### src/rtl/pipe_ctrl_pkg.sv
// ============================================================================
// pipe_ctrl_pkg : state encodings, defaults and control-bundle helpers
// Revision      : 1.0
// ============================================================================
`default_nettype none

package pipe_ctrl_pkg;

    typedef enum logic [1:0] {
        PC_ST_RUN      = 2'd0,
        PC_ST_HAZ      = 2'd1,
        PC_ST_MEM_WAIT = 2'd2,
        PC_ST_ERR      = 2'd3
    } pc_state_e;

    localparam int PC_WAIT_MAX_DEF = 16;
    localparam int PC_CNT_W_DEF    = 16;
    localparam int PC_WAIT_CNT_W   = 8;

    typedef struct packed {
        logic pc_en;
        logic xreg1_en;
        logic xreg2_en;
        logic xreg3_en;
        logic xreg4_en;
        logic xreg1_flush;
        logic xreg2_flush;
    } pc_ctrl_t;

    // Every register loads; flushes chosen by the caller.
    function automatic pc_ctrl_t pc_all_en(input logic flush1, input logic flush2);
        pc_ctrl_t c;
        c.pc_en       = 1'b1;
        c.xreg1_en    = 1'b1;
        c.xreg2_en    = 1'b1;
        c.xreg3_en    = 1'b1;
        c.xreg4_en    = 1'b1;
        c.xreg1_flush = flush1;
        c.xreg2_flush = flush2;
        return c;
    endfunction

endpackage

`default_nettype wire

### src/rtl/pipe_ctrl_sat_counter.sv
// ============================================================================
// sat_counter : W-bit up-counter that sticks at all-ones
// Revision    : 1.0
// ============================================================================
`default_nettype none

module sat_counter #(
    parameter int W = 16
) (
    input  logic         clock,
    input  logic         reset,
    input  logic         inc,
    input  logic         clr,
    output logic [W-1:0] q
);

    logic [W-1:0] cnt_q;

    always_ff @(posedge clock or negedge reset) begin
        if (!reset) begin
            cnt_q <= '0;
        end else if (clr) begin
            cnt_q <= '0;
        end else if (inc && (cnt_q != {W{1'b1}})) begin
            cnt_q <= cnt_q + W'(1);
        end
    end

    assign q = cnt_q;

endmodule

`default_nettype wire

### src/rtl/pipe_ctrl.sv
// ============================================================================
// pipe_ctrl : 5-stage pipeline sequencer (stall/flush/memory-wait timeout)
// Optional performance counters under PIPE_CTRL_PERF_EN.  Revision : 1.0
// ============================================================================
`default_nettype none

module pipe_ctrl
    import pipe_ctrl_pkg::*;
#(
    parameter int WAIT_MAX = PC_WAIT_MAX_DEF,
    parameter int CNT_W    = PC_CNT_W_DEF
) (
    input  logic             clock,
    input  logic             reset,
    input  logic             do_hazard,
    input  logic             do_jump,
    input  logic             dm_req,
    input  logic             dm_ack,
    output logic             pc_en,
    output logic             xreg1_en,
    output logic             xreg2_en,
    output logic             xreg3_en,
    output logic             xreg4_en,
    output logic             xreg1_flush,
    output logic             xreg2_flush,
    output logic             bus_error,
    output logic [CNT_W-1:0] stall_cycles,
    output logic [CNT_W-1:0] flush_count
);

    localparam logic [PC_WAIT_CNT_W-1:0] WAIT_LIM = PC_WAIT_CNT_W'(WAIT_MAX);

    pc_state_e                state_q,    state_d;
    logic [PC_WAIT_CNT_W-1:0] wait_cnt_q, wait_cnt_d;
    logic                     jump_pend_q, jump_pend_d;
    pc_ctrl_t                 ctrl_d;
    pc_ctrl_t                 ctrl;
    logic                     mem_stall;

    assign mem_stall = dm_req & ~dm_ack;

    always_comb begin
        ctrl_d      = '0;
        state_d     = state_q;
        wait_cnt_d  = wait_cnt_q;
        jump_pend_d = jump_pend_q;

        case (state_q)
            PC_ST_RUN, PC_ST_HAZ: begin
                if (mem_stall) begin
                    state_d     = PC_ST_MEM_WAIT;
                    wait_cnt_d  = PC_WAIT_CNT_W'(1);
                    jump_pend_d = do_jump;
                end else if (do_jump) begin
                    // The hazarding instruction is itself being squashed.
                    ctrl_d  = pc_all_en(1'b1, 1'b1);
                    state_d = PC_ST_RUN;
                end else if (do_hazard && (state_q == PC_ST_RUN)) begin
                    ctrl_d.xreg2_en    = 1'b1;
                    ctrl_d.xreg2_flush = 1'b1;
                    ctrl_d.xreg3_en    = 1'b1;
                    ctrl_d.xreg4_en    = 1'b1;
                    state_d            = PC_ST_HAZ;
                end else begin
                    ctrl_d  = pc_all_en(1'b0, 1'b0);
                    state_d = PC_ST_RUN;
                end
            end

            PC_ST_MEM_WAIT: begin
                if (dm_ack) begin
                    ctrl_d      = pc_all_en(jump_pend_q, jump_pend_q);
                    jump_pend_d = 1'b0;
                    wait_cnt_d  = '0;
                    state_d     = PC_ST_RUN;
                end else if (wait_cnt_q >= WAIT_LIM) begin
                    jump_pend_d = 1'b0;
                    wait_cnt_d  = '0;
                    state_d     = PC_ST_ERR;
                end else begin
                    wait_cnt_d = wait_cnt_q + PC_WAIT_CNT_W'(1);
                end
            end

            default: begin
                state_d = PC_ST_ERR;
            end
        endcase
    end

    always_ff @(posedge clock or negedge reset) begin
        if (!reset) begin
            state_q     <= PC_ST_RUN;
            wait_cnt_q  <= '0;
            jump_pend_q <= 1'b0;
        end else begin
            state_q     <= state_d;
            wait_cnt_q  <= wait_cnt_d;
            jump_pend_q <= jump_pend_d;
        end
    end

    // State already reads RUN during reset, so the outputs need explicit gating.
    assign ctrl = reset ? ctrl_d : '0;

    assign pc_en       = ctrl.pc_en;
    assign xreg1_en    = ctrl.xreg1_en;
    assign xreg2_en    = ctrl.xreg2_en;
    assign xreg3_en    = ctrl.xreg3_en;
    assign xreg4_en    = ctrl.xreg4_en;
    assign xreg1_flush = ctrl.xreg1_flush;
    assign xreg2_flush = ctrl.xreg2_flush;
    assign bus_error   = (state_q == PC_ST_ERR);

`ifdef PIPE_CTRL_PERF_EN
    sat_counter #(.W(CNT_W)) u_stall_cnt (
        .clock (clock),
        .reset (reset),
        .inc   (~ctrl.pc_en),
        .clr   (1'b0),
        .q     (stall_cycles)
    );

    sat_counter #(.W(CNT_W)) u_flush_cnt (
        .clock (clock),
        .reset (reset),
        .inc   (ctrl.xreg1_flush),
        .clr   (1'b0),
        .q     (flush_count)
    );
`else
    assign stall_cycles = '0;
    assign flush_count  = '0;
`endif

endmodule

`default_nettype wire

### config.mk
export PLATFORM = sky130hd
export DESIGN_NAME = pipe_ctrl
export DESIGN_NICKNAME = d
export VERILOG_FILES = /design/src/rtl/pipe_ctrl_pkg.sv /design/src/rtl/pipe_ctrl_sat_counter.sv /design/src/rtl/pipe_ctrl.sv
export SDC_FILE = /design/constraint.sdc
export NUM_CORES = 1
export LEC_CHECK = 0
export BUFFER_PORTS_ARGS = -buffer_cell sky130_fd_sc_hd__buf_2
export CORE_MARGIN = 10
export CORE_UTILIZATION = 48
export CTS_CLUSTER_DIAMETER = 40
export DETAILED_ROUTE_END_ITERATION = 7
export PLACE_DENSITY = 0.84
export SLEW_MARGIN = 10
export SYNTH_ARGS = -nofsm -noshare
export SYNTH_HDL_FRONTEND = slang
export SYNTH_SLANG_ARGS = --single-unit
export TNS_END_PERCENT = 100
### constraint.sdc
create_clock -name clock -period 2.18 [get_ports clock]
set_input_delay 0.109 -clock clock [delete_from_list [all_inputs] [get_ports clock]]
set_output_delay 0.109 -clock clock [all_outputs]
set_load 0.005 [all_outputs]
==> qor.yml, run 1 <==
timing.rr.start: "state_q[0]"
final-hold-violation-count: 0
ys_seq_area_frac: 0.305
fillerInstances: 174
grt_pass1_wl_mm: 3.04
seq_area_sq_um: 275
dr_total_vias: 631
min_delay_path_depth: 3
antenna_found_initial: 0
totalWireLength_mm: 1.81
timing.hold.ws_ps: 196
syn-cell-area_sq_um: 903
grt_pass1_vias: 679
clockRootBuffer: "clkbuf_4"
die_x_um: 63.4
period_share: 0.762
multi_input_area_sq_um: 455
ys_ff_latch: 11
firstDrtPassIters: 4
clkSinkCount: 11
fin_tns_setup_ps: 0
antennaDiodeCount: 0
htreeDepth: 1
grt_remaining_overflow: 0
drv_slew: 0
worstSkewPairLatency_ps: 270
yosysUniqueCellTypes: 31
cp-start-kind: "flip-flop"
ant_nets: 0
max-vdd-ir-drop_mv: 0.579
synthCells: 99
status: "completed"
syn_avg_cell_area_sq_um: 9.12
final_util: 0.501
place.gp.congestion: 0.842
cts-resized-gates: 0
clockBufferDepth: 2
rsz0062_at_grt: "false"
syn2layout_area_growth_pct: -2.22
core_sq_mm: 0.00176
fin_area_sq_um: 883
cp.required_ps: 2070
path_clk_slew_ps: 70
r2r_end: "state_q[0]"
placed_cell_area_sq_um: 846
die_area_sq_mm: 0.00402
rr_worst_depth: 3
fmax_mhz: 602
final_cell_mix: "conb_1, buf_2, dfrtp_1"
hp-start: "do_jump"
viasPerCell: 4.61
io_buffers: 13
start_util: 0.512
fp-row-count: 15
finClkSkew_ps: 4.43
min_period_ps: 1660
path_max_fanout: 7
drive_gt1_frac: 0.188
finalSetupViolCount: 0
mostFrequentLayoutCell: "conb_1"
ys.warnings.count: 0
post-cts-setup-buffers: 0
power_density_mw_per_mm2: 790
wl_per_cell_um: 13.2
num-nets-final: 121
place_hpwl_mm: 1.45
drc: 0
grt_use_total: 0.0905
io_pins: 46
p_leak_nw: 0.473
r2r_slack_ps: 860
cts_tree: "yes"
endpoint_kind: "output port"
grt_max_degree: 16
crit_type: "flip-flop to output port"
maxCapViolations: 0
drt_iter0_markers: 13
min_path_type: "input pin to flip-flop"
hold_path_end: "jump_pend_q"
arrival_ps: 1550
cts_buffers: 3
fp.dieH_um: 63.4
-- per-stage QoR --
stage	worst slack, ps	std cells	total power, W
2_1_floorplan	862	130	0.000531
3_3_place_gp	861	132	0.000539
3_5_place_dp	825	132	0.000555
4_1_cts	509	137	0.000698
5_1_grt	443	137	0.000756
6_report	519	137	0.000698
-- worst max-delay path by stage --
| stage | startpoint | end | slack (ps) |
|---|---|---|---|
| floorplan | state_q[0] | xreg1_en | 860 |
| detailed placement | state_q[0] | xreg1_en | 830 |
| global route | state_q[0] | pc_en | 440 |
| CTS | state_q[0] | xreg1_en | 510 |
| global placement | state_q[0] | xreg1_en | 860 |
| finish | state_q[0] | xreg1_en | 520 |
-- layout make-up --
type | instances | area share
Multi-Input combinational cell | 78 | 0.516
Sequential cell | 11 | 0.312
Timing Repair Buffer | 14 | 0.0850
Tap cell | 25 | 0.0354
Clock buffer | 3 | 0.0255
Inverter | 5 | 0.0212
Clock inverter | 1 | 0.00567
-- critical path: stages (launching register included) --
cell	delay (ps)
dfrtp_1	470
or3b_1	440
o2111a_1	250
buf_2	130
-- Yosys cell counts --
master,instances,area share
nor2_1,1,0.0042
o21ai_0,2,0.011
conb_1,1,0.0042
nor2b_2,1,0.0097
o21ai_1,1,0.0055
o2111a_1,1,0.012
and3_1,1,0.0069
a21boi_0,1,0.0083
o21a_1,1,0.0083
nand2b_1,3,0.021
inv_1,5,0.021
nand3_1,3,0.017
o211ai_1,1,0.0083
a21boi_2,1,0.012
nor3_4,1,0.018
and2_1,4,0.028
nor4b_4,1,0.026
or2_1,1,0.0069
and2b_1,1,0.0083
nand3b_1,2,0.017
or3b_1,1,0.0097
nand2_1,3,0.012
mux2i_1,1,0.011
buf_4,36,0.30
o22ai_1,1,0.0069
a21oi_1,4,0.022
ha_1,2,0.028
dfrtp_1,11,0.30
o2bb2ai_1,1,0.0097
a31oi_1,5,0.035
a21boi_1,1,0.0083
-- kinds of logic (layout without fill, tap and decap cells) --
group | Yosys count | after routing | share of synthesized area
AO/OA/AOI/OAI | 20 | 20 | 0.148
adder cells (fa/ha/maj) | 2 | 2 | 0.0277
buffers and inverters | 41 | 23 | 0.320
flip-flops | 11 | 11 | 0.305
multiplexers | 1 | 1 | 0.0111
other | 1 | 32 | 0.00415
AND/OR/NAND/NOR | 23 | 23 | 0.184
-- where the power goes --
group | internal [W] | total, W | switching, W
sequential | 0.000251 | 0.000305 | 0.0000544
clock | 0.0000680 | 0.000140 | 0.0000718
combinational | 0.000110 | 0.000253 | 0.000143
total | 0.000429 | 0.000698 | 0.000269
-- what timing repair did --
| item | 4_1_cts | 5_1_grt |
|---|---|---|
| hold endpoints to repair | 11 | 0 |
| hold buffers | 1 | 0 |
| setup endpoints to repair | 0 | 0 |
-- flip-flops by register name, summed over array words and instances, names as in the netlist --
name and cells:
jump_pend_q 1, wait_cnt_q 8, state_q 2
-- routing by layer --
| layer | vias to the layer above | wire, um | GRT usage |
|---|---|---|---|
| met1 | 300 | 591 | 0.0754 |
| met2 | 35 | 932 | 0.160 |
| met3 | 4 | 250 | 0.0724 |
| met4 | 0 | 38 | 0.0273 |
| li1 | 292 | - | - |
| met5 | - | 0 | 0 |
Note: power is estimated with default switching activity, not from simulation.
==> inputs of run 2 (changes only) <==
- ABC_AREA: unset -> 1
- CORE_UTILIZATION: 48 -> 45
- PLACE_DENSITY: 0.84 -> 0.79
- clock period: 2.18 -> 1.7 ns (I/O delays scaled with it)
==> run 2 against run 1 <==
Sequential power up 26%. Final area rose by 2.5%. Final cell count grew 22%. Sequential cell count stayed put. Power is 56% higher. Register-to-register slack worse by 320 ps. Wire length up 0.77%. Worst setup slack lost 260 ps. First-iteration DRC count fell by 46%. Largest power group is now combinational cells. Clock skew fell by 3.8 ps.
==> qor.yml, run 2 <==
status: "completed"
synth_top_family_by_area: "buffers and inverters"
post-route-worst-setup-slack_ps: 263  # -256 ps
synth_compound_area_frac: 0.0301  # -0.118
final_cell_mix: "conb_1, nand2_1, inv_1"
path_clk_slew_ps: 70  # about the same
min_period_ps: 1440
viasPerCell: 4.02  # -13%
cp-start-kind: "flip-flop"
biggestRegsByFlops: "wait_cnt_q: 8 flops, state_q: 2 flops, jump_pend_q: 1 flops"
grt_remaining_overflow: 0  # unchanged
synth_area_leader_cell: "dfrtp_1"
drv_slew: 0  # unchanged
fmax_mhz: 696
power_density_mw_per_mm2: 1200  # +52%
synth_top_area_frac: 0.301  # -0.00416
cp_top_family: "flip-flops"
yosysUniqueCellTypes: 18  # -42%
drive_gt1_frac: 0.193  # +0.00536
drc: 0  # unchanged
synthTopCellsByArea: "dfrtp_1, buf_4, nand2_1"
final-hold-violation-count: 0  # unchanged
path_max_fanout: 4  # -3
synthMostInstantiatedCell: "buf_4"
crit_type: "flip-flop to output port"
ys_ff_latch: 11  # unchanged
p_leak_nw: 0.579  # +23%
worstSkewPairLatency_ps: 280  # about the same
wl_per_cell_um: 10.9  # -17%
cts_tree: "yes"
timing.hold.ws_ps: 105  # -90.4 ps
min_path_type: "input pin to flip-flop"
place_hpwl_mm: 1.50  # +3.0%
grt_use_total: 0.0823  # -0.00823
totalWireLength_mm: 1.83  # +0.77%
grt_pass1_wl_mm: 2.82  # -7.3%
cts-resized-gates: 0  # unchanged
maxCapViolations: 0  # unchanged
die_area_sq_mm: 0.00424  # +5.5%
synth-edff-count: 0  # unchanged
max-vdd-ir-drop_mv: 0.602  # +4.0%
place.gp.congestion: 0.840  # -0.23%
grt_pass1_vias: 638  # -6.0%
fillerInstances: 208  # +20%
ys.flop_type: "dfrtp_1"
cts_buffers: 3  # unchanged
syn_avg_cell_area_sq_um: 7.27  # -20%
finClkSkew_ps: 0.609  # -3.82 ps
fp-row-count: 16  # +1
wl_met3_um: 199  # -20%
clkSinkCount: 11  # unchanged
syn-cell-area_sq_um: 916  # +1.4%
finalSetupViolCount: 0  # unchanged
ys_seq_area_frac: 0.301  # -0.00416
fin_tns_setup_ps: 0  # unchanged
die_x_um: 65.1  # +2.7%
ys.warnings.count: 0  # unchanged
htreeDepth: 1  # unchanged
crit_path_top_delay_cell: "dfrtp_1"
ys_async_sr_fraction: 1.00  # unchanged
num-nets-final: 149  # +23%
endpoint_kind: "output port"
io_pins: 46  # unchanged
top_register: "wait_cnt_q"
core_sq_mm: 0.00194  # +10%
dr_total_vias: 672  # +6.5%
syn2layout_area_growth_pct: -1.09
fp.dieH_um: 65.1  # +2.7%
period_share: 0.845
synth_common_cells: "buf_4, nand2_1, inv_1"
m1WireLength_um: 646  # +9.3%
path_cells: "inv_1 > nand2_2 > inv_1 > nand3_1 > o21ai_0 > nand2_1 > nand2_1 > buf_2"
rsz0062_at_grt: "false"
largest_reg_flops: 8  # unchanged
drt_iter0_markers: 7  # -6
synthMuxAreaShare: 0  # -0.0111
clockBufferDepth: 2  # unchanged
io_buffers: 13  # unchanged
arrival_ps: 1350  # -200 ps
mostFrequentLayoutCell: "conb_1"
cp.required_ps: 1620  # -450 ps
firstDrtPassIters: 4  # unchanged
ant_nets: 0  # unchanged
synthSimpleGateAreaFrac: 0.251  # +0.0672
start_util: 0.472  # -0.0404
antenna_found_initial: 0  # unchanged
synth_adder_area_share: 0.0273  # -0.000378
clockRootBuffer: "clkbuf_4"
cpPeakStageDelay_ps: 380  # -90 ps
top_layer: "met4"
antennaDiodeCount: 0  # unchanged
synth_xor_area_frac: 0.00956  # +0.00956
grt_max_degree: 15  # -1
pre_cts_ws_ps: 571  # -254 ps
synthCells: 126  # +27%
path_buf_inv: 3  # +2
route.met2.wl_um: 970  # +4.1%
==> run 2: path summary, 6_finish.rpt <==
check | cells after the start | to | slack [ps] | startpoint
max | 8 | xreg2_flush | 260 | state_q[0]
min in group asynchronous | 2 | wait_cnt_q[7] | 210 | reset
max reg2reg | 6 | jump_pend_q | 540 | state_q[0]
max in group asynchronous | 2 | wait_cnt_q[5] | 1260 | reset
min reg2reg | 2 | jump_pend_q | 480 | jump_pend_q
min | 4 | state_q[0] | 110 | do_jump
==> run 2: report_power, final <==
group	leakage, nW	switching [W]	internal [W]
Combinational	0.416	0.000340	0.000179
Clock	0.0177	0.000100	0.0000874
Sequential	0.145	0.0000559	0.000328
==> run 2: worst min-delay path, cell delays in order <==
cell and delay [ps]:
buf_2 90, nor2_1 60, nand2_1 70, a21boi_1 50
==> run 2: cell type report <==
class | instances | area, sq um | area share
Multi-Input combinational cell | 89 | 412 | 0.454
Sequential cell | 11 | 275 | 0.304
Inverter | 22 | 82.6 | 0.0912
Timing Repair Buffer | 14 | 75.1 | 0.0829
Tap cell | 27 | 33.8 | 0.0373
Clock buffer | 3 | 22.5 | 0.0249
Clock inverter | 1 | 5.00 | 0.00552
==> run 2: routing by layer <==
metal | vias to the layer above | track usage
met5 | - | 0
met4 | 0 | 0.0241
met3 | 2 | 0.0508
met2 | 32 | 0.154
met1 | 300 | 0.0713
li1 | 338 | -
==> run 2: cell families after synthesis <==
group,count (synthesis)
compound gates,5
xor+xnor,1
fa+ha+maj,2
buf+inv,57
flops,11
other cells,1
simple gates,49
==> run 2: stage by stage <==
stage | power [W] | utilization | instance area [sq um] | std cells
final | 0.00109 | 0.466 | 906 | 167
after CTS | 0.00110 | 0.466 | 906 | 167
after global routing | 0.00120 | 0.466 | 906 | 167
after floorplan | 0.000835 | - | 1030 | 157
after detailed placement | 0.000900 | 0.447 | 868 | 162
after global placement | 0.000878 | 0.447 | 868 | 162
==> run 2: timing repair <==
action	CTS	global route
buffers inserted	0	0
hold buffers	1	0
endpoints found under the hold margin	11	0
==> inputs of run 3 (changes only) <==
- CORE_UTILIZATION: 45 -> 40
- PLACE_DENSITY: 0.79 -> 0.74
- clock period: 1.7 -> 1.3 ns (I/O delays scaled with it)
==> run 3 against run 2 <==
The flow now finishes with violations (setup timing). Global-route usage is 0.86 points lower. Utilization shrank 1.7 points. Clock power rose by 25%. Wire length grew 2.3%. Combinational power increased by 66%. First-iteration DRC count increased by 86%. Sequential power up 34%. Die area grew 8.6%. Power is 48% higher. Final cell count is 4.2% higher. Clock-buffer cell count rose by 1. Register-to-register slack got worse by 430 ps.
==> qor.yml, run 3 (same netlist as run 2, synthesis figures left out) <==
cpPeakStageDelay_ps: 440  # +60 ps
totalWireLength_mm: 1.87  # +2.3%
arrival_ps: 1280  # -70 ps
mostFrequentLayoutCell: "conb_1"
cp-start-kind: "flip-flop"
die_area_sq_mm: 0.00460  # +8.6%
period_share: 1.04
endpoint_kind: "output port"
finalSetupViolCount: 4  # +4
grt_remaining_overflow: 0  # unchanged
r2r_slack_ps: 110  # -430 ps
final_util: 0.449  # -0.0170
firstDrtPassIters: 6  # +2
status: "finished with violations"
crit_path_top_delay_cell: "dfrtp_1"
worstSkewPairLatency_ps: 270  # about the same
maxCapViolations: 0  # unchanged
swShare: 0.441  # -0.0146
min_path_type: "input pin to flip-flop"
io_buffers: 13  # unchanged
htreeDepth: 1  # unchanged
biggestRegsByFlops: "wait_cnt_q: 8 flops, state_q: 2 flops, jump_pend_q: 1 flops"
largest_reg_flops: 8  # unchanged
place.gp.congestion: 0.814  # -3.0%
r2r_end: "jump_pend_q"
drive_gt1_frac: 0.260  # +0.0674
p_leak_nw: 0.611  # +5.4%
grt_pass1_vias: 623  # -2.4%
die_x_um: 67.9  # +4.2%
fp.dieH_um: 67.9  # +4.2%
drt_iter0_markers: 13  # +6
hold_path_end: "state_q[0]"
io_pins: 46  # unchanged
final-hold-violation-count: 0  # unchanged
timing.rr.start: "state_q[1]"
final_cell_mix: "conb_1, nand2_1, inv_1"
fin_tns_setup_ps: -125  # -125 ps
internal_power_w: 0.000901  # +52%
path_clk_slew_ps: 70  # about the same
post-route-worst-setup-slack_ps: -47.9  # -311 ps
p_comb_frac: 0.535  # +0.059
wl_per_cell_um: 10.7  # -1.8%
ant_nets: 0  # unchanged
grt_pass1_wl_mm: 2.57  # -8.6%
power.total_w: 0.00161  # +48%
path_cells: "inv_2 > nand3_1 > nor2_1 > nor3_2 > buf_2"
max-vdd-ir-drop_mv: 1.14  # +89%
viasPerCell: 4.03  # +0.12%
antenna_found_initial: 0  # unchanged
place_hpwl_mm: 1.58  # +5.2%
cts_tree: "yes"
core_sq_mm: 0.00219  # +13%
rr_worst_depth: 7  # +1
min_period_ps: 1350
clockBufferDepth: 2  # unchanged
drc: 0  # unchanged
fmax_mhz: 742
finClkSkew_ps: 1.58  # +0.969 ps
top_register: "wait_cnt_q"
antennaDiodeCount: 0  # unchanged
p_switching_w: 0.000710  # +43%
pwr-share-seq: 0.319  # -0.033
syn2layout_area_growth_pct: 7.51
crit_start: "state_q[1]"
min_delay_path_depth: 4  # unchanged
dr_total_vias: 701  # +4.3%
pre_cts_ws_ps: 184  # -388 ps
hp-start: "do_jump"
grt_use_total: 0.0737  # -0.00864
num-nets-final: 155  # +4.0%
fp-row-count: 17  # +1
drv_slew: 0  # unchanged
cts_buffers: 3  # unchanged
rsz0062_at_grt: "true"
grt_max_degree: 9  # -6
clkSinkCount: 11  # unchanged
violations: "setup timing"
start_util: 0.418  # -0.0536
cp.required_ps: 1240  # -380 ps
crit_type: "flip-flop to output port"
clockRootBuffer: "clkbuf_4"
path_max_fanout: 3  # -1
power_frac_clock: 0.146  # -0.026
power_density_mw_per_mm2: 1640  # +36%
## run 3: cell types whose count changed in the layout (fill, tap and decap cells not counted), moves of 2 or more
| cell | previous run | this run |
|---|---|---|
| buf_4 | 0 | 5 |
| inv_2 | 3 | 6 |
| o21ai_2 | 0 | 2 |
| o21ai_0 | 2 | 0 |
| inv_1 | 19 | 16 |
## run 3: final cells by class
| class | count | area (sq um) |
|---|---|---|
| Fill cell | 212 | 1210 |
| Sequential cell | 11 | 275 |
| Tap cell | 28 | 35.0 |
| Multi-Input combinational cell | 89 | 437 |
| Timing Repair Buffer | 20 | 129 |
| Clock buffer | 4 | 26.3 |
| Inverter | 22 | 82.6 |
## run 3: routing by layer
metal	wire [um]	GRT usage
met1	638	0.0734
met2	1070	0.131
met3	139	0.0147
met4	24	0.0578
met5	0	0
## run 3: worst max path at each step
stage / endpoint
6_report: xreg1_en
5_1_grt: xreg1_en
4_1_cts: xreg1_en
3_5_place_dp: jump_pend_q
3_3_place_gp: xreg3_en
2_1_floorplan: xreg3_en
## run 3: critical path: cells and delay by family, from the launching register on
kind	cells	cell delay [ps]
DFF	1	440
and+or+nand+nor	3	340
buffers and inverters	2	240
## run 3: metrics by stage
stage,hold WS [ps],area [sq um],cells
global placement,-93.5,877,164
global route,111,985,174
floorplan,-231,1030,157
finish,95.7,985,174
detailed placement,-93.1,877,164
CTS,-386,938,172
## run 3: power groups by stage
stage / registers [W] / logic [W] / clock network [W]
CTS: 0.000503 / 0.000767 / 0.000241
global route: 0.000523 / 0.000961 / 0.000257
global placement: 0.000500 / 0.000662 / 0
detailed placement: 0.000508 / 0.000683 / 0
finish: 0.000514 / 0.000862 / 0.000235
floorplan: 0.000489 / 0.000602 / 0
## run 3: timing repair
| item | in CTS | in global routing |
|---|---|---|
| pin swaps | 2 | 3 |
| cloned | 0 | 0 |
| buffers inserted | 3 | 1 |
| hold buffers | 1 | 1 |
| resized for setup | 4 | 8 |
| endpoints found under the setup margin | 7 | 7 |
| endpoints found under the hold margin | 11 | 6 |
